## config.mk

```make
export PLATFORM = sky130hd
export DESIGN_NAME = dmem_access_controller_flat
export DESIGN_NICKNAME = d
export VERILOG_FILES = /design/src/rtl/dmem_access_controller_pkg.sv /design/src/rtl/dmem_access_controller_if.sv /design/src/rtl/dmem_access_controller_lane_align.sv /design/src/rtl/dmem_access_controller.sv /design/src/flat_wrapper.sv
export SDC_FILE = /design/constraint.sdc
export NUM_CORES = 1
export LEC_CHECK = 0
export ABC_AREA = 1
export BUFFER_PORTS_ARGS = -buffer_cell sky130_fd_sc_hd__buf_2
export CAP_MARGIN = 20
export CORE_MARGIN = 2
export CORE_UTILIZATION = 50
export CTS_CLUSTER_SIZE = 28
export DETAILED_ROUTE_END_ITERATION = 8
export GPL_TIMING_DRIVEN = 0
export PLACE_DENSITY_LB_ADDON = 0.25
export RECOVER_POWER = 50
export SLEW_MARGIN = 10
export SYNTH_ARGS = -nofsm -noshare
export SYNTH_HDL_FRONTEND = slang
export SYNTH_SLANG_ARGS = --single-unit
export TNS_END_PERCENT = 20
```

## constraint.sdc

```tcl
create_clock -name i_clock -period 1.7 [get_ports i_clock]
set_clock_uncertainty 0.05 [all_clocks]
set_input_delay 0.085 -clock i_clock [delete_from_list [all_inputs] [get_ports i_clock]]
set_output_delay 0.085 -clock i_clock [all_outputs]
set_load 0.01 [all_outputs]
```

## src/rtl/dmem_access_controller_pkg.sv

```systemverilog
// Shared types for the MEM-stage data-memory sequencer: fault causes, FSM states,
// load/store funct3 encodings and the access legality checks.
package dmem_access_controller_pkg;

    typedef enum logic [1:0] {
        FC_NONE       = 2'd0,
        FC_MISALIGNED = 2'd1,
        FC_ILLEGAL    = 2'd2,
        FC_TIMEOUT    = 2'd3
    } fault_cause_t;

    typedef enum logic [1:0] {
        ST_IDLE = 2'd0,
        ST_REQ  = 2'd1,
        ST_DONE = 2'd2
    } dmem_state_t;

    localparam logic [2:0] F3_LB  = 3'd0;
    localparam logic [2:0] F3_LH  = 3'd1;
    localparam logic [2:0] F3_LW  = 3'd2;
    localparam logic [2:0] F3_LBU = 3'd4;
    localparam logic [2:0] F3_LHU = 3'd5;
    localparam logic [2:0] F3_SB  = 3'd0;
    localparam logic [2:0] F3_SH  = 3'd1;
    localparam logic [2:0] F3_SW  = 3'd2;

    function automatic logic access_illegal(input logic rd, input logic wr, input logic [2:0] f3);
        logic w_bad_ld;
        w_bad_ld = (f3 == 3'd3) || (f3 == 3'd6) || (f3 == 3'd7);
        return (rd && wr) || (rd && w_bad_ld) || (wr && (f3 >= 3'd3));
    endfunction

    // Size lives in funct3[1:0]; the unsigned load variants share the signed alignment rule.
    function automatic logic access_misaligned(input logic [2:0] f3, input logic [1:0] off);
        return ((f3[1:0] == F3_LH[1:0]) && off[0]) ||
               ((f3[1:0] == F3_LW[1:0]) && (off != 2'b00));
    endfunction

endpackage

```

## src/rtl/dmem_access_controller_if.sv

```systemverilog
// Data-memory req/ack bus; master is the MEM-stage controller, slave the memory.
interface dmem_access_controller_if #(
    parameter int NB_WORD = 32,
    parameter int NB_ADDR = 32
);
    logic                 o_mem_req;
    logic                 o_mem_we;
    logic [NB_ADDR-1:0]   o_mem_addr;
    logic [NB_WORD/8-1:0] o_mem_be;
    logic [NB_WORD-1:0]   o_mem_wdata;
    logic                 i_mem_ack;
    logic [NB_WORD-1:0]   i_mem_rdata;

    modport master (
        output o_mem_req, o_mem_we, o_mem_addr, o_mem_be, o_mem_wdata,
        input  i_mem_ack, i_mem_rdata
    );

    modport slave (
        input  o_mem_req, o_mem_we, o_mem_addr, o_mem_be, o_mem_wdata,
        output i_mem_ack, i_mem_rdata
    );
endinterface

```

## src/rtl/dmem_access_controller_lane_align.sv

```systemverilog
// Combinational byte-lane steering: store byte enables / replicated write data,
// and load shift plus sign/zero extension.
module dmem_access_controller_lane_align
    import dmem_access_controller_pkg::*;
#(
    parameter int NB_WORD   = 32,
    parameter int NUM_LANES = NB_WORD / 8
) (
    input  logic [2:0]           i_funct3,
    input  logic [1:0]           i_off,
    input  logic [NB_WORD-1:0]   i_store_data,
    input  logic [NB_WORD-1:0]   i_rdata,
    output logic [NUM_LANES-1:0] o_be,
    output logic [NB_WORD-1:0]   o_wdata,
    output logic [NB_WORD-1:0]   o_load_data
);
    logic [NB_WORD-1:0] w_shift;

    always_comb begin
        o_be = '0;
        case (i_funct3[1:0])
            F3_SB[1:0]: o_be = NUM_LANES'(1) << i_off;
            F3_SH[1:0]: o_be = NUM_LANES'(3) << i_off;
            F3_SW[1:0]: o_be = '1;
            default:    o_be = '0;
        endcase
    end

    // Each byte lane picks the source byte that lands on it for the access size.
    for (genvar k = 0; k < NUM_LANES; k++) begin : g_lane
        assign o_wdata[8*k +: 8] =
            (i_funct3[1:0] == F3_SB[1:0]) ? i_store_data[7:0] :
            (i_funct3[1:0] == F3_SH[1:0]) ? i_store_data[8*(k%2) +: 8] :
                                            i_store_data[8*k +: 8];
    end

    assign w_shift = i_rdata >> {i_off, 3'b000};

    always_comb begin
        o_load_data = w_shift;
        case (i_funct3)
            F3_LB:   o_load_data = {{(NB_WORD-8){w_shift[7]}}, w_shift[7:0]};
            F3_LH:   o_load_data = {{(NB_WORD-16){w_shift[15]}}, w_shift[15:0]};
            F3_LBU:  o_load_data = {{(NB_WORD-8){1'b0}}, w_shift[7:0]};
            F3_LHU:  o_load_data = {{(NB_WORD-16){1'b0}}, w_shift[15:0]};
            default: o_load_data = w_shift;
        endcase
    end
endmodule

```

## src/rtl/dmem_access_controller.sv

```systemverilog
// MEM-stage data-memory sequencer: IDLE -> REQ -> DONE req/ack transaction with
// pipeline stall, lane alignment, and misaligned/illegal/timeout fault reporting.
module dmem_access_controller
    import dmem_access_controller_pkg::*;
#(
    parameter int NB_WORD = 32,
    parameter int NB_ADDR = 32,
    parameter int TIMEOUT = 16
) (
    input  logic                 i_clock,
    input  logic                 i_reset_n,
    input  logic                 i_valid,
    input  logic                 i_dmem_rd,
    input  logic                 i_dmem_wr,
    input  logic [2:0]           i_ld_st_funct3,
    input  logic [NB_ADDR-1:0]   i_addr,
    input  logic [NB_WORD-1:0]   i_store_data,
    output logic                 o_stall,
    output logic                 o_load_valid,
    output logic [NB_WORD-1:0]   o_load_data,
    output logic                 o_fault,
    output fault_cause_t         o_fault_cause,
    dmem_access_controller_if.master mem
);
    localparam int NUM_LANES = NB_WORD / 8;
    localparam int CNT_W     = (TIMEOUT > 1) ? $clog2(TIMEOUT) : 1;

    dmem_state_t            r_state, w_nxt;
    logic [NB_ADDR-1:0]     r_addr;
    logic [1:0]             r_off;
    logic [2:0]             r_f3;
    logic                   r_we, r_is_load, r_fault;
    fault_cause_t           r_cause;
    logic [NUM_LANES-1:0]   r_be;
    logic [NB_WORD-1:0]     r_wdata, r_load_data;
    logic [CNT_W-1:0]       r_cnt;

    logic                   w_access, w_illegal, w_misal;
    logic                   w_capture, w_ack_take, w_tmo, w_stall;
    logic [2:0]             w_f3;
    logic [1:0]             w_off;
    logic [NUM_LANES-1:0]   w_be;
    logic [NB_WORD-1:0]     w_wdata, w_ld;

    assign w_access  = i_valid && (i_dmem_rd || i_dmem_wr);
    assign w_illegal = access_illegal(i_dmem_rd, i_dmem_wr, i_ld_st_funct3);
    assign w_misal   = access_misaligned(i_ld_st_funct3, i_addr[1:0]);

    // One aligner serves both directions: live inputs while capturing in IDLE,
    // the held access fields while waiting for the read data.
    assign w_f3  = (r_state == ST_IDLE) ? i_ld_st_funct3 : r_f3;
    assign w_off = (r_state == ST_IDLE) ? i_addr[1:0]    : r_off;

    dmem_access_controller_lane_align #(.NB_WORD(NB_WORD), .NUM_LANES(NUM_LANES)) u_align (
        .i_funct3    (w_f3),
        .i_off       (w_off),
        .i_store_data(i_store_data),
        .i_rdata     (mem.i_mem_rdata),
        .o_be        (w_be),
        .o_wdata     (w_wdata),
        .o_load_data (w_ld)
    );

    always_ff @(posedge i_clock or negedge i_reset_n) begin
        if (!i_reset_n) r_state <= ST_IDLE;
        else            r_state <= w_nxt;
    end

    always_comb begin
        w_nxt      = r_state;
        w_capture  = 1'b0;
        w_ack_take = 1'b0;
        w_tmo      = 1'b0;
        w_stall    = 1'b0;
        case (r_state)
            ST_IDLE: begin
                if (w_access) begin
                    w_stall   = 1'b1;
                    w_capture = 1'b1;
                    w_nxt     = (w_illegal || w_misal) ? ST_DONE : ST_REQ;
                end
            end
            ST_REQ: begin
                w_stall = 1'b1;
                if (mem.i_mem_ack) begin
                    w_ack_take = 1'b1;
                    w_nxt      = ST_DONE;
                end else if (r_cnt == CNT_W'(TIMEOUT - 1)) begin
                    w_tmo = 1'b1;
                    w_nxt = ST_DONE;
                end
            end
            ST_DONE: w_nxt = ST_IDLE;
            default: w_nxt = ST_IDLE;
        endcase
    end

    always_ff @(posedge i_clock or negedge i_reset_n) begin
        if (!i_reset_n) begin
            r_addr      <= '0;
            r_off       <= '0;
            r_f3        <= '0;
            r_we        <= 1'b0;
            r_is_load   <= 1'b0;
            r_be        <= '0;
            r_wdata     <= '0;
            r_fault     <= 1'b0;
            r_cause     <= FC_NONE;
            r_cnt       <= '0;
            r_load_data <= '0;
        end else begin
            if (w_capture) begin
                r_addr    <= {i_addr[NB_ADDR-1:2], 2'b00};
                r_off     <= i_addr[1:0];
                r_f3      <= i_ld_st_funct3;
                r_we      <= i_dmem_wr;
                r_is_load <= i_dmem_rd && !i_dmem_wr;
                r_be      <= w_be;
                r_wdata   <= w_wdata;
                r_fault   <= w_illegal || w_misal;
                r_cause   <= w_illegal ? FC_ILLEGAL : (w_misal ? FC_MISALIGNED : FC_NONE);
                r_cnt     <= '0;
            end
            if (w_tmo) begin
                r_fault <= 1'b1;
                r_cause <= FC_TIMEOUT;
            end else if ((r_state == ST_REQ) && !w_ack_take) begin
                r_cnt <= r_cnt + CNT_W'(1);
            end
            if (w_ack_take && r_is_load) r_load_data <= w_ld;
        end
    end

    // Gated by reset so the stall request also reads 0 while reset is held.
    assign o_stall       = w_stall && i_reset_n;
    assign o_load_valid  = (r_state == ST_DONE) && r_is_load && !r_fault;
    assign o_fault       = (r_state == ST_DONE) && r_fault;
    assign o_fault_cause = (r_state == ST_DONE) ? r_cause : FC_NONE;
    assign o_load_data   = r_load_data;

    assign mem.o_mem_req   = (r_state == ST_REQ);
    assign mem.o_mem_we    = r_we;
    assign mem.o_mem_addr  = r_addr;
    assign mem.o_mem_be    = r_be;
    assign mem.o_mem_wdata = r_wdata;
endmodule

```

## src/flat_wrapper.sv

```systemverilog
// flat-port wrapper written by rule: the top's interface ports become plain ports
module dmem_access_controller_flat import dmem_access_controller_pkg::*;
#(
    parameter int NB_WORD = 32,
    parameter int NB_ADDR = 32,
    parameter int TIMEOUT = 16
)
  (i_clock, i_reset_n, i_valid, i_dmem_rd, i_dmem_wr, i_ld_st_funct3, i_addr, i_store_data, o_stall, o_load_valid, o_load_data, o_fault, o_fault_cause, mem_o_mem_req, mem_o_mem_we, mem_o_mem_addr, mem_o_mem_be, mem_o_mem_wdata, mem_i_mem_ack, mem_i_mem_rdata);
  dmem_access_controller_if #(.NB_WORD(NB_WORD), .NB_ADDR(NB_ADDR)) mem_i ();
  input  logic i_clock;
  input  logic i_reset_n;
  input  logic i_valid;
  input  logic i_dmem_rd;
  input  logic i_dmem_wr;
  input  logic [2:0] i_ld_st_funct3;
  input  logic [NB_ADDR-1:0] i_addr;
  input  logic [NB_WORD-1:0] i_store_data;
  output logic o_stall;
  output logic o_load_valid;
  output logic [NB_WORD-1:0] o_load_data;
  output logic o_fault;
  output fault_cause_t o_fault_cause;
  output wire logic [$bits(mem_i.o_mem_req)-1:0] mem_o_mem_req;
  output wire logic [$bits(mem_i.o_mem_we)-1:0] mem_o_mem_we;
  output wire logic [$bits(mem_i.o_mem_addr)-1:0] mem_o_mem_addr;
  output wire logic [$bits(mem_i.o_mem_be)-1:0] mem_o_mem_be;
  output wire logic [$bits(mem_i.o_mem_wdata)-1:0] mem_o_mem_wdata;
  input wire logic [$bits(mem_i.i_mem_ack)-1:0] mem_i_mem_ack;
  input wire logic [$bits(mem_i.i_mem_rdata)-1:0] mem_i_mem_rdata;
  assign mem_o_mem_req = mem_i.o_mem_req;
  assign mem_o_mem_we = mem_i.o_mem_we;
  assign mem_o_mem_addr = mem_i.o_mem_addr;
  assign mem_o_mem_be = mem_i.o_mem_be;
  assign mem_o_mem_wdata = mem_i.o_mem_wdata;
  assign mem_i.i_mem_ack = mem_i_mem_ack;
  assign mem_i.i_mem_rdata = mem_i_mem_rdata;
  dmem_access_controller #(.NB_WORD(NB_WORD), .NB_ADDR(NB_ADDR), .TIMEOUT(TIMEOUT)) u_core (.i_clock(i_clock), .i_reset_n(i_reset_n), .i_valid(i_valid), .i_dmem_rd(i_dmem_rd), .i_dmem_wr(i_dmem_wr), .i_ld_st_funct3(i_ld_st_funct3), .i_addr(i_addr), .i_store_data(i_store_data), .o_stall(o_stall), .o_load_valid(o_load_valid), .o_load_data(o_load_data), .o_fault(o_fault), .o_fault_cause(o_fault_cause), .mem(mem_i));
endmodule
```

==> Word-level counts from Yosys, hierarchy flattened <==
Index checks and enable logic that the tools add are counted.
{ "word_totals": {"wordCells": 93, "out_inout_bits": 107, "register_bits": 114} }
{ "op_classes": {"shift": 3, "mux": 32, "magnitude_cmp": 1, "n_addsub": 1, "n_eq_ne": 15, "reduce_logical": 29} }
{ "op_table": {"columns": ["operator", "count"], "rows": [
  ["32-bit one-hot mux with 4 select lines", 1],
  ["8-bit 2-to-1 mux", 5],
  ["32-bit by 5-bit right shift with 32-bit output", 1],
  ["2-bit 2-to-1 mux", 9],
  ["1-bit logical AND", 13],
  ["3-bit == test, second input constant", 4],
  ["4-bit 2-to-1 mux", 3],
  ["4-bit one-hot mux with 3 select lines", 1],
  ["1-bit 2-to-1 mux", 10],
  ["1-bit logical OR", 7],
  ["2-bit by 1-bit == test with 1-bit output, second input constant", 3],
  ["2-bit == test, second input constant", 3],
  ["4-bit by 1-bit adder with 4-bit output, second input constant", 1],
  ["4-bit == test, second input constant", 1],
  ["2-bit zero test", 2],
  ["2-bit one-hot mux with 2 select lines", 1],
  ["2-bit nonzero test", 2],
  ["1-bit by 2-bit << shifter with 4-bit output, first input constant", 1],
  ["2-bit by 2-bit << shifter with 4-bit output, first input constant", 1],
  ["3-bit by 1-bit == test with 1-bit output, second input constant", 1],
  ["3-bit by 2-bit == test with 1-bit output, second input constant", 1],
  ["3-bit by 2-bit >= comparator with 1-bit output, second input constant", 1],
  ["1-bit zero test", 3],
  ["3-bit zero test", 1],
  ["5 further kinds", 5]
]} }

==> Longest topological paths before layout <==
Gate-level depths: netlist (run 1).
{ "depth": {"depth_word": 10, "mapped_depth": 12, "depth_no_buf": 11} }

==> Hierarchy <==
From an unflattened synthesis (run 1), not the netlist that was laid out.
{ "unflattened": {"cells_unflattened": 781, "hier_area_um2": 5947.0} }
{ "by_module_without_submodules": {"columns": ["mod", "n_inst", "cells_each", "area_per_inst_um2", "seq_area_each_um2"], "rows": [
  ["dmem_access_controller", 1, 533, 4621.9, 2852.7],
  ["dmem_access_controller_lane_align", 1, 248, 1325.0, 0.0]
]} }

==> Worst setup path before layout (run 1) <==
OpenSTA, ideal clock, no wires.
{ "synth_timing": {"path_type": "register to register", "from": "register u_core.r_state[1]", "to": "register u_core.r_load_data[10], in the netlist u_core.o_load_data[10]", "path_slack_ns": 0.132, "setup_time_ns": 0.113, "t_required_ns": 1.537, "path_stages_with_launch": 11, "arrival_ns": 1.405, "cell_sequence": "dfrtp_1 nor2_4 nand2_1 buf_2 nand3_1 nand3_2 nand3_2 buf_4 nand3_1 nand2_1 inv_1"} }
{ "synth_between": {"elab_chain_cells": 4, "word_cells_on_any_way": 12, "cone_classes": "eq/ne (4); shift (1); mux (4); reduce/logical (3)"} }
{ "synth_rtl": {"columns": ["item", "line_no", "source"], "rows": [
  ["from (decl)", "dmem_access_controller.sv:28", "dmem_state_t r_state, w_nxt;"],
  ["from (signal assigned)", "dmem_access_controller.sv:66", "else r_state <= w_nxt;"],
  ["2-bit zero test", "dmem_access_controller.sv:51, dmem_access_controller.sv:52", null],
  ["2-bit 2-to-1 mux / 3-bit 2-to-1 mux (equally long branches)", "dmem_access_controller.sv:52, dmem_access_controller.sv:51", null],
  ["32-bit by 5-bit right shift with 32-bit output, or another cell as far along", "dmem_access_controller_lane_align.sv:37", "assign w_shift = i_rdata >> {i_off, 3'b000};"],
  ["32-bit one-hot mux with 4 select lines", "dmem_access_controller_lane_align.sv:41", "case (i_funct3)"],
  ["to (signal assigned)", "dmem_access_controller.sv:130", "if (w_ack_take && r_is_load) r_load_data <= w_ld;"],
  ["to (decl)", "dmem_access_controller.sv:35", "logic [NB_WORD-1:0] r_wdata, r_load_data;"]
]} }
Parallel ways exist; a longest one is shown, timed or not.
A chain may end at the register's enable or synchronous reset.

==> Worst setup path in the final report (run 1) <==
{ "layout_timing": {"from": "register u_core.r_state[1]", "to": "output port o_stall"} }
{ "layout_between": {"elab_chain_cells": 3, "word_cells_on_any_way": 4, "cone_classes": "eq/ne (1); mux (1); reduce/logical (2)"} }
{ "layout_rtl": {"columns": ["item", "line_no", "source"], "rows": [
  ["2-bit by 1-bit == test with 1-bit output / 2-bit zero test (equally long branches)", "dmem_access_controller.sv:75", "case (r_state)"],
  ["1-bit one-hot mux with 2 select lines *", "dmem_access_controller.sv:75", null],
  ["1-bit logical AND *", "dmem_access_controller.sv:135", "assign o_stall = w_stall && i_reset_n;"],
  ["to (decl)", "flat_wrapper.sv:18", "output logic o_stall;"]
]} }
Mark *: on every way between the ends. The rest lies on a longest branch, timed or not.

==> key figures, run 1 <==
Drt
  – Vias/cell: 5.27
  – Residual DRC: 0
  – DRT Pass-1 Iters: 7
  – Total vias in the final route: 6455
  – Drt wl/cell: 16.6 um
  – Drt total wl: 20.4 mm
  – Final ANT Viol Nets: 0
  – Initial drt markers: 527

CTS
  – Root buffer cell: clkbuf_16
  – Worst-path clk slew: 50 ps
  – CTS tree: yes
  – Clk Latency, worst-skew pair: 420 ps
  – Clock Sink Count: 114
  – CTS Buf Count: 17
  – CTS Buffer Depth: 2
  – CTS H-tree lvls: 4

Synth
  – XOR/XNOR Fraction of Synth Area: 0.150%
  – Adder-cell share of the synthesized area: 0.214%
  – Compound-Gate Fraction of Synth Area: 9.58%
  – Main combinational cell family by area after synthesis: simple AND/OR/NAND/NOR gates
  – Post-synthesis sequential area ratio: 48.8%
  – Area of the mapped netlist: 5850 um^2
  – Share of the synthesized area in the top cell type: 48.8%
  – Syn_area_per_cell: 7.84 um^2
  – Post-synthesis mux area share: 0%
  – Most used DFF post-synth: dfrtp_1
  – Area contributors post-synth: dfrtp_1 (49%), nand2_1 (17%), nand3_1 (6.8%)
  – Library cells used by synthesis: 33
  – Yosys reg bits: 114
  – Synth Area in Simple Gates: 33.9%
  – Number of synthesized flops with an enable pin: 0
  – Async S/R FF share, synth: 100%
  – Gate Count Post-Synth: 746
  – Ys Warns: 0
  – Post-synthesis cell type with the largest combined area: dfrtp_1

Placement
  – Final Wtd Congestion: 0.917
  – Worst slack, placed: -219 ps
  – Port buffer count: 209
  – HPWL Detailed: 12.6 mm
  – DP Cell Count: 1100

Finish
  – Nets@finish: 1176
  – Fill cells: 761
  – Commonest cells after routing, fill and taps aside: nand2_1 (258), buf_2 (196), dfrtp_1 (114)
  – Register Area: 2850 um^2
  – Layout Cells excl Fill: 1226
  – Commonest non-fill, non-tap cell in the layout: nand2_1
  – # diodes: 0
  – Layout cells sized above 1: 35.0%
  – Multi-input gate area: 2780 um^2
  – Syn-to-layout area delta: 53.5%

STA
  – Worst rel slew slack: 48.8%
  – Final setup violation count: 32
  – Period Utilization, post-route: 108%
  – Slew @ Worst Pin: 769 ps
  – Fin. Hold Viols: 0
  – RSZ-0062 raised after global routing: yes
  – Tmin final: 1840 ps
  – Post-route setup slack: -137 ps
  – Final Max Tran Viols: 0
  – Fmax: 544 MHz

Global routing
  – Total grt overflow: 0
  – Largest net degree at the start of global routing: 86
  – Antenna violations before repair: 0
  – Total global-route track usage: 32.7%
  – First-pass GRT wire length: 32.4 mm
  – Number of global-route vias before repair: 6475

Floorplan
  – Die height: 112 um
  – Die extent in x: 112 um
  – Initial Utilization: 51.2%
  – Core Rows: 39
  – Die area: 12600 um^2
  – # IOs: 212
  – Core ar.: 11400 um^2

Critical path
  – WP data required: 1560 ps
  – CP max FO: 4
  – Worst r2r src: u_core.r_state[1]$_DFFE_PN0P_
  – Critical path class: flip-flop to output port
  – Setup crit end kind: output port
  – RR Endpoint: u_core.o_load_data[18]$_DFFE_PN0P_
  – Crit path arrival time: 1700 ps
  – R2R setup slack: -120 ps
  – R2R cell count: 11
  – Worst setup SP type: flip-flop

Run status
  – Failing checks: setup timing
  – Status: finished with violations

Hold path
  – Hold path endpoint: u_core.o_load_data[6]$_DFFE_PN0P_
  – Hold Crit Class: primary input to flip-flop
  – Hold depth: 5
  – Hold_sp: mem_i_mem_rdata[6]

Power
  – Pwr dens: 1630 nW/um^2
  – Leak pwr: 0.00480 uW
  – Peak VDD IR: 1.44 mV

Run
  – # Max-Cap Violations: 0
-- cell type report --
class                      instances  share of cell area (%)
buffer                            41                    3.86
clock buffer                      20                    5.09
clock inverter                    12                    1.99
inverter                          59                    2.54
multi-input combinational        534                    31.0
sequential                       114                    31.8
tap                              143                    1.99
timing repair buffer             303                    21.8
-- routing by layer --
metal / vias up / part of all wire [%] / GRT usage, %
li1: 3040 / - / -
met1: 3019 / 41 / 41.3
met2: 335 / 48 / 52.9
met3: 61 / 7.6 / 8.42
met4: 0 / 3.5 / 15.4
met5: - / 0 / 0
-- kinds of logic (layout without fill, tap and decap cells) --
| kind of cell | Yosys count | after routing |
|---|---|---|
| fa+ha+maj | 1 | 1 |
| simple gates | 440 | 441 |
| compound gates | 89 | 89 |
| flops | 114 | 114 |
| buf+inv | 100 | 435 |
| other cells | 1 | 2 |
| xor+xnor | 1 | 1 |
-- per-stage QoR --
step	instance area (um^2)	total power, uW	utilization [%]	setup TNS, ps	hold WS (ps)
floorplan	5850	7670	-	0	-261
global placement	7080	9630	62.0	-115620	228
detailed placement	7110	9740	62.3	-11330	-60.6
CTS	8830	14300	77.4	-1060	3.20
global route	8980	15400	78.6	-6150	35.7
finish	8980	14600	78.6	-2100	10.3
-- worst max-delay path: stages (launching register included) --
cell and delay [ps]:
dfrtp_1 420, nor2_4 200, buf_6 130, nand3_4 100, clkbuf_16 170, a21boi_2 120
buf_2 140
-- state kept, by name (all words and copies together) (netlist names) --
signal,flops
u_core.r_f3,3
u_core.r_cnt,4
u_core.mem.o_mem_we,1
u_core.r_is_load,1
u_core.mem.o_mem_be,4
u_core.r_state,2
u_core.mem.o_mem_addr,30
u_core.o_load_data,32
u_core.r_off,2
u_core.mem.o_mem_wdata,32
u_core.r_fault,1
u_core.r_cause,2
-- power breakdown --
| part | total [uW] | switching [uW] | leakage [uW] | internal (uW) |
|---|---|---|---|---|
| sequential | 4480 | 649 | 0.00138 | 3830 |
| combinational | 6280 | 3620 | 0.00311 | 2650 |
| clock | 3860 | 1330 | 0.000303 | 2530 |
-- how the worst max path moves through the flow --
stage	cells past startpoint	endpoint	startpoint
4_1_cts	6	o_stall	u_core.r_state[0]$_DFFE_PN0P_
5_1_grt	11	u_core.o_load_data[18]$_DFFE_PN0P_	u_core.r_state[1]$_DFFE_PN0P_
3_5_place_dp	8	u_core.o_load_data[14]$_DFFE_PN0P_	u_core.r_state[0]$_DFFE_PN0P_
3_3_place_gp	1	u_core.mem.o_mem_addr[12]$_DFFE_PN0P_	i_reset_n
2_1_floorplan	10	u_core.o_load_data[10]$_DFFE_PN0P_	u_core.r_state[1]$_DFFE_PN0P_
6_report	6	o_stall	u_core.r_state[1]$_DFFE_PN0P_
-- cells in the mapped netlist (6+ instances only) --
master	n
o21a_1	9
inv_1	54
a21oi_1	25
or2_2	22
dfrtp_1	114
clkbuf_1	18
o21ai_0	21
nand3_1	79
nand2_1	270
o21ai_1	6
nand3_2	13
nor2_1	35
buf_2	14
a2bb2oi_1	20
nand2_2	7
-- repair_timing --
item | CTS | global route
endpoints found under the hold margin | 185 | 0
pin swaps | 15 | 9
cloned | 2 | 1
hold buffers | 70 | 0
resized for setup | 70 | 53
setup endpoints to repair | 104 | 96
buffers inserted | 15 | 6
No activity file was read; power rests on OpenSTA's default activity.
==> run 2, diff against run 1 <==
--- a/config.mk
+++ b/config.mk
@@ -8,8 +8,10 @@
 export ABC_AREA = 1
 export BUFFER_PORTS_ARGS = -buffer_cell sky130_fd_sc_hd__buf_2
 export CAP_MARGIN = 20
+export CELL_PAD_IN_SITES_DETAIL_PLACEMENT = 2
+export CELL_PAD_IN_SITES_GLOBAL_PLACEMENT = 2
 export CORE_MARGIN = 2
-export CORE_UTILIZATION = 50
+export CORE_UTILIZATION = 27
 export CTS_CLUSTER_SIZE = 28
 export DETAILED_ROUTE_END_ITERATION = 8
 export GPL_TIMING_DRIVEN = 0
==> key figures, run 2 (synthesized netlist as in run 1, its figures left out) <==
Finish
  – Layout cells sized above 1: 44.2% (+9.2 points)
  – Layout Cells excl Fill: 1381 (+13%)
  – Core Util, Final: 46.8% (-32 points)
  – Nets@finish: 1198 (+1.9%)
  – Syn-to-layout area delta: 69.4%
  – Commonest cells after routing, fill and taps aside: nand2_1 (232), buf_2 (210), dfrtp_1 (112)
  – Commonest non-fill, non-tap cell in the layout: nand2_1

Floorplan
  – Initial Utilization: 27.7% (-24 points)
  – Die extent in x: 151 um (+35%)
  – Die area: 22900 um^2 (+82%)
  – Core ar.: 21200 um^2 (+85%)
  – # IOs: 212 (unchanged)
  – Die height: 151 um (+35%)
  – Core Rows: 53 (+36%)

Critical path
  – CP max FO: 7 (+3)
  – Setup crit end kind: flip-flop
  – R2R cell count: 11 (unchanged)
  – WP data required: 1970 ps (+410 ps)
  – Critical path class: flip-flop to flip-flop
  – Worst r2r src: u_core.r_state[1]$_DFFE_PN0P_
  – Critical path startpoint: u_core.r_state[1]$_DFFE_PN0P_
  – Crit path arrival time: 2160 ps (+460 ps)
  – Worst setup SP type: flip-flop

STA
  – Worst hold margin: -218 ps (-229 ps)
  – Tmin final: 1890 ps (+55.3 ps)
  – Final Max Tran Viols: 0 (unchanged)
  – Fin. Hold Viols: 80 (+80)
  – Fmax: 528 MHz (-2.9%)
  – Final setup violation count: 37 (+16%)
  – Post-route setup slack: -192 ps (-55.3 ps)
  – Period Utilization, post-route: 111% (+3.3 points)
  – RSZ-0062 raised after global routing: yes

Drt
  – Vias/cell: 4.87 (-7.5%)
  – Drt total wl: 29.9 mm (+47%)
  – Total vias in the final route: 6728 (+4.2%)
  – Drt wl/cell: 21.7 um (+31%)
  – DRT Pass-1 Iters: 4 (-3)
  – Residual DRC: 0 (unchanged)
  – Initial drt markers: 177 (-66%)
  – Final ANT Viol Nets: 0 (unchanged)

Global routing
  – Number of global-route vias before repair: 7663 (+18%)
  – GR met2 Demand/Resource: 45.8% (-7.1 points)
  – Total global-route track usage: 25.0% (-7.7 points)
  – Total grt overflow: 0 (unchanged)
  – Most Crowded Layer GR: met2
  – Met3 Use GR: 6.45% (-2.0 points)
  – First-pass GRT wire length: 43.0 mm (+33%)
  – Largest net degree at the start of global routing: 82 (-4.7%)
  – GRT met1 Usage: 28.5% (-13 points)
  – Antenna violations before repair: 1 (+1)

Hold path
  – Hold Crit Class: primary input to asynchronous set/reset pin

Run status
  – Status: finished with violations
  – Failing checks: hold timing, setup timing

CTS
  – Hold buffer count at CTS: 72 (+2.9%)
  – Worst-path clk slew: 60 ps (about the same)
  – Root buffer cell: clkbuf_16
  – Clock Sink Count: 114 (unchanged)
  – CTS Buf Count: 17 (unchanged)
  – CTS Buffer Depth: 2 (unchanged)
  – Clk Latency, worst-skew pair: 430 ps (about the same)
  – CTS H-tree lvls: 4 (unchanged)
  – CTS tree: yes

Placement
  – HPWL Detailed: 17.5 mm (+39%)
  – Port buffer count: 209 (unchanged)
  – DP Cell Count: 1232 (+12%)
  – Final Wtd Congestion: 0.814 (-11%)

Power
  – Leak pwr: 0.00509 uW (+6.1%)
  – Pwr Total: 16300 uW (+12%)
  – Pwr dens: 1650 nW/um^2 (+1.2%)
  – Peak VDD IR: 0.703 mV (-51%)

Run
  – # Max-Cap Violations: 0 (unchanged)
## run 2: cell count changes in the layout (fill, tap and decap cells not counted), sizes merged
cell	before	now
inv	60	58
dlygate4sd3	70	68
clkinvlp	4	3
clkbuf	53	38
buf	241	285
nand2	283	282
clkinv	3	2
diode	0	1
## run 2: layout make-up
class                           count  area, um^2
Antenna cell                        1        2.50
Buffer                             41         415
Clock buffer                       24         492
Clock inverter                      8         149
Fill cell                        2332       11200
Inverter                           59         238
Multi-Input combinational cell    533        3120
Sequential cell                   114        2860
Tap cell                          275         344
Timing Repair Buffer              326        2290
## run 2: critical path, stage by stage, from the launching register on
cell and delay, ps:
dfrtp_2 460, nor2_4 150, buf_6 150, nand2_4 70
buf_6 140, buf_4 160, nand3_2 90, nand2_2 100
a21oi_2 190, nand3_2 100, nand2_1 80, inv_1 50
## run 2: per-layer routing
layer / share of wire [%] / vias to the layer above / routed length [um]
met5: 0 / - / 0
met4: 2.0 / 0 / 601
met3: 6.3 / 38 / 1900
met2: 52 / 229 / 15500
met1: 40 / 3388 / 11900
li1: - / 3073 / -
## run 2: final timing paths
path	end	slack [ps]
max	u_core.o_load_data[21]$_DFFE_PN0P_	-190
min	u_core.mem.o_mem_addr[16]$_DFFE_PN0P_	-220
max reg2reg	u_core.o_load_data[21]$_DFFE_PN0P_	-190
min reg2reg	u_core.mem.o_mem_addr[2]$_DFFE_PN0P_	420
max in group asynchronous	u_core.o_load_data[27]$_DFFE_PN0P_	950
min in group i_clock	u_core.o_load_data[3]$_DFFE_PN0P_	30
## run 2: through the flow
| stage | TNS, ps | hold WS (ps) | area, um^2 | setup slack [ps] |
|---|---|---|---|---|
| 2_1_floorplan | 0 | -261 | 5850 | 132 |
| 3_3_place_gp | -151610 | 230 | 7240 | -1150 |
| 3_5_place_dp | -25490 | -34.7 | 7280 | -461 |
| 4_1_cts | -1570 | -180 | 9340 | -96.2 |
| 5_1_grt | -7390 | -175 | 9910 | -245 |
| 6_report | -4380 | -218 | 9910 | -192 |
## run 2: timing repair
action / 4_1_cts / 5_1_grt
gates resized for setup: 115 / 127
setup endpoints to repair: 106 / 103
endpoints found under the hold margin: 183 / 80
pin swaps: 20 / 36
cloned: 2 / 2
buffers inserted: 29 / 11
## run 2: report_power, final
part | total, uW | internal [uW] | switching (uW)
Sequential | 4560 | 3840 | 721
Combinational | 7730 | 3230 | 4500
Clock | 4040 | 2610 | 1430
Total | 16300 | 9680 | 6650
==> run 3, diff against run 2 <==
--- a/config.mk
+++ b/config.mk
@@ -15,7 +15,7 @@
 export CTS_CLUSTER_SIZE = 28
 export DETAILED_ROUTE_END_ITERATION = 8
 export GPL_TIMING_DRIVEN = 0
-export PLACE_DENSITY_LB_ADDON = 0.25
+export PLACE_DENSITY = 0.87
 export RECOVER_POWER = 50
 export SLEW_MARGIN = 10
 export SYNTH_ARGS = -nofsm -noshare
==> key figures, run 3 (synthesized netlist as in run 1, its figures left out) <==
Floorplan
  – Core Rows: 53 (unchanged)
  – Initial Utilization: 27.7% (unchanged)
  – # IOs: 212 (unchanged)
  – Core ar.: 21200 um^2 (unchanged)
  – Die height: 151 um (unchanged)
  – Die extent in x: 151 um (unchanged)
  – Die area: 22900 um^2 (unchanged)

Critical path
  – WP data required: 1970 ps (about the same)
  – CP max FO: 5 (-2)
  – Setup crit end kind: flip-flop
  – Slowest stage delay, CP: 440 ps (-20 ps)
  – Critical path class: flip-flop to flip-flop
  – Most frequent CP cell: nand3_4
  – Crit path arrival time: 2200 ps (+40 ps)
  – Worst path bufs/invs: 4 (unchanged)
  – Crit path max-delay family: simple AND/OR/NAND/NOR gates
  – Critical path's slowest cell: dfrtp_2
  – Critical path cell sequence: nor2_4 -> buf_12 -> nand2_4 -> buf_6 -> nand3_2 -> nand3_4 -> nand3_4 -> buf_8 -> nand3_4 -> nand2_2 -> inv_2
  – Worst setup SP type: flip-flop

Drt
  – Drt wl/cell: 25.0 um (+16%)
  – Final ANT Viol Nets: 0 (unchanged)
  – Vias/cell: 5.03 (+3.3%)
  – Initial drt markers: 330 (+86%)
  – Residual DRC: 0 (unchanged)
  – DRT Pass-1 Iters: 5 (+1)
  – Drt total wl: 34.1 mm (+14%)
  – Total vias in the final route: 6851 (+1.8%)

Global routing
  – Total grt overflow: 0 (unchanged)
  – Number of global-route vias before repair: 7956 (+3.8%)
  – Largest net degree at the start of global routing: 81 (-1.2%)
  – First-pass GRT wire length: 48.7 mm (+13%)
  – Antenna violations before repair: 4 (+3)
  – Total global-route track usage: 28.9% (+3.9 points)

STA
  – Worst hold margin: 13.6 ps (+232 ps)
  – RSZ-0062 raised after global routing: yes
  – Period Utilization, post-route: 114% (+2.2 points)
  – Slew @ Worst Pin: 554 ps
  – Setup TNS Final: -4980 ps (-606 ps)
  – Final Max Tran Viols: 0 (unchanged)
  – Final setup violation count: 43 (+16%)
  – Post-route setup slack: -230 ps (-37.1 ps)
  – Tmin final: 1930 ps (+37.1 ps)
  – Fmax: 518 MHz (-1.9%)
  – Worst rel slew slack: 63.1%
  – Fin. Hold Viols: 0 (-100%)

CTS
  – CTS Buffer Depth: 2 (unchanged)
  – Hold buffer count at CTS: 72 (unchanged)
  – Clock Sink Count: 114 (unchanged)
  – Root buffer cell: clkbuf_16
  – Clk Latency, worst-skew pair: 430 ps (about the same)
  – CTS tree: yes
  – Worst-path clk slew: 60 ps (about the same)
  – CTS Buf Count: 17 (unchanged)
  – CTS H-tree lvls: 4 (unchanged)

Finish
  – Core Util, Final: 44.8% (-2.1 points)
  – Syn-to-layout area delta: 61.9%
  – Nets@finish: 1175 (-1.9%)
  – Layout cells sized above 1: 39.4% (-4.8 points)
  – Commonest non-fill, non-tap cell in the layout: nand2_1
  – Commonest cells after routing, fill and taps aside: nand2_1 (243), buf_2 (192), dfrtp_1 (112)

Placement
  – HPWL Detailed: 17.9 mm (+2.5%)
  – Final Wtd Congestion: 0.836 (+2.7%)
  – Port buffer count: 209 (unchanged)
  – Worst slack, placed: -382 ps (+79.9 ps)

Run status
  – Failing checks: setup timing
  – Status: finished with violations

Power
  – Peak VDD IR: 0.768 mV (+9.4%)
  – Leak pwr: 0.00483 uW (-5.1%)
  – Pwr dens: 1690 nW/um^2 (+2.7%)

Hold path
  – Hold Crit Class: primary input to flip-flop

Run
  – # Max-Cap Violations: 0 (unchanged)
[run 3: through the flow]
step | instance area (um^2) | cells | total power [uW]
global route | 9470 | 1360 | 16800
finish | 9470 | 1361 | 16000
detailed placement | 7280 | 1232 | 10200
floorplan | 5850 | 747 | 7670
CTS | 9250 | 1354 | 15000
global placement | 7240 | 1231 | 9870
[run 3: routing by layer]
| layer | track usage, % | share of wire (%) | vias to the layer above | routed length, um |
|---|---|---|---|---|
| met5 | 0 | 0 | - | 0 |
| met1 | 31.7 | 38 | 3459 | 13000 |
| met2 | 52.9 | 52 | 275 | 17800 |
| li1 | - | - | 3035 | - |
| met3 | 7.20 | 5.9 | 82 | 2000 |
| met4 | 12.2 | 4.0 | 0 | 1370 |
[run 3: final timing paths]
kind                                                    from  slack (ps)                               endpoint  cells after the start
max                            u_core.r_state[1]$_DFFE_PN0P_        -230     u_core.o_load_data[26]$_DFFE_PN0P_                     11
min                                       mem_i_mem_rdata[8]          10      u_core.o_load_data[0]$_DFFE_PN0P_                      5
max reg2reg                    u_core.r_state[1]$_DFFE_PN0P_        -230     u_core.o_load_data[26]$_DFFE_PN0P_                     11
min reg2reg                u_core.o_load_data[0]$_DFFE_PN0P_         430      u_core.o_load_data[0]$_DFFE_PN0P_                      2
max in group asynchronous                          i_reset_n         120  u_core.mem.o_mem_addr[20]$_DFFE_PN0P_                      6
min in group asynchronous                          i_reset_n         230      u_core.o_load_data[5]$_DFFE_PN0P_                      4
[run 3: worst register-to-register path, stage by stage, from the launching register on]
cell	delay, ps
dfrtp_2	440
nor2_4	180
buf_12	150
nand2_4	80
buf_6	140
nand3_2	130
nand3_4	110
nand3_4	170
buf_8	170
nand3_4	90
nand2_2	90
inv_2	40
[run 3: layout make-up]
cell class / count / area (um^2)
diodes: 4 / 10.0
flip-flops and latches: 114 / 2860
clock inverters: 14 / 169
well taps: 275 / 344
inverters: 59 / 233
multi-input cells: 533 / 3040
clock buffers: 18 / 439
plain buffers: 41 / 385
repair buffers: 303 / 1990
fillers: 2304 / 11700
[run 3: report_power, final]
group | switching [uW] | internal, uW | total, uW | leakage (uW)
clock | 1640 | 2250 | 3890 | 0.000296
combinational | 4590 | 2880 | 7470 | 0.00315
sequential | 831 | 3830 | 4660 | 0.00138
[run 3: repair_timing]
action                                  CTS  global route
pin swaps                                20            14
endpoints found under the hold margin   183            79
resized for setup                       126            73
endpoints found under the setup margin  108           112
buffers inserted                         16             3
cloned                                    2             0
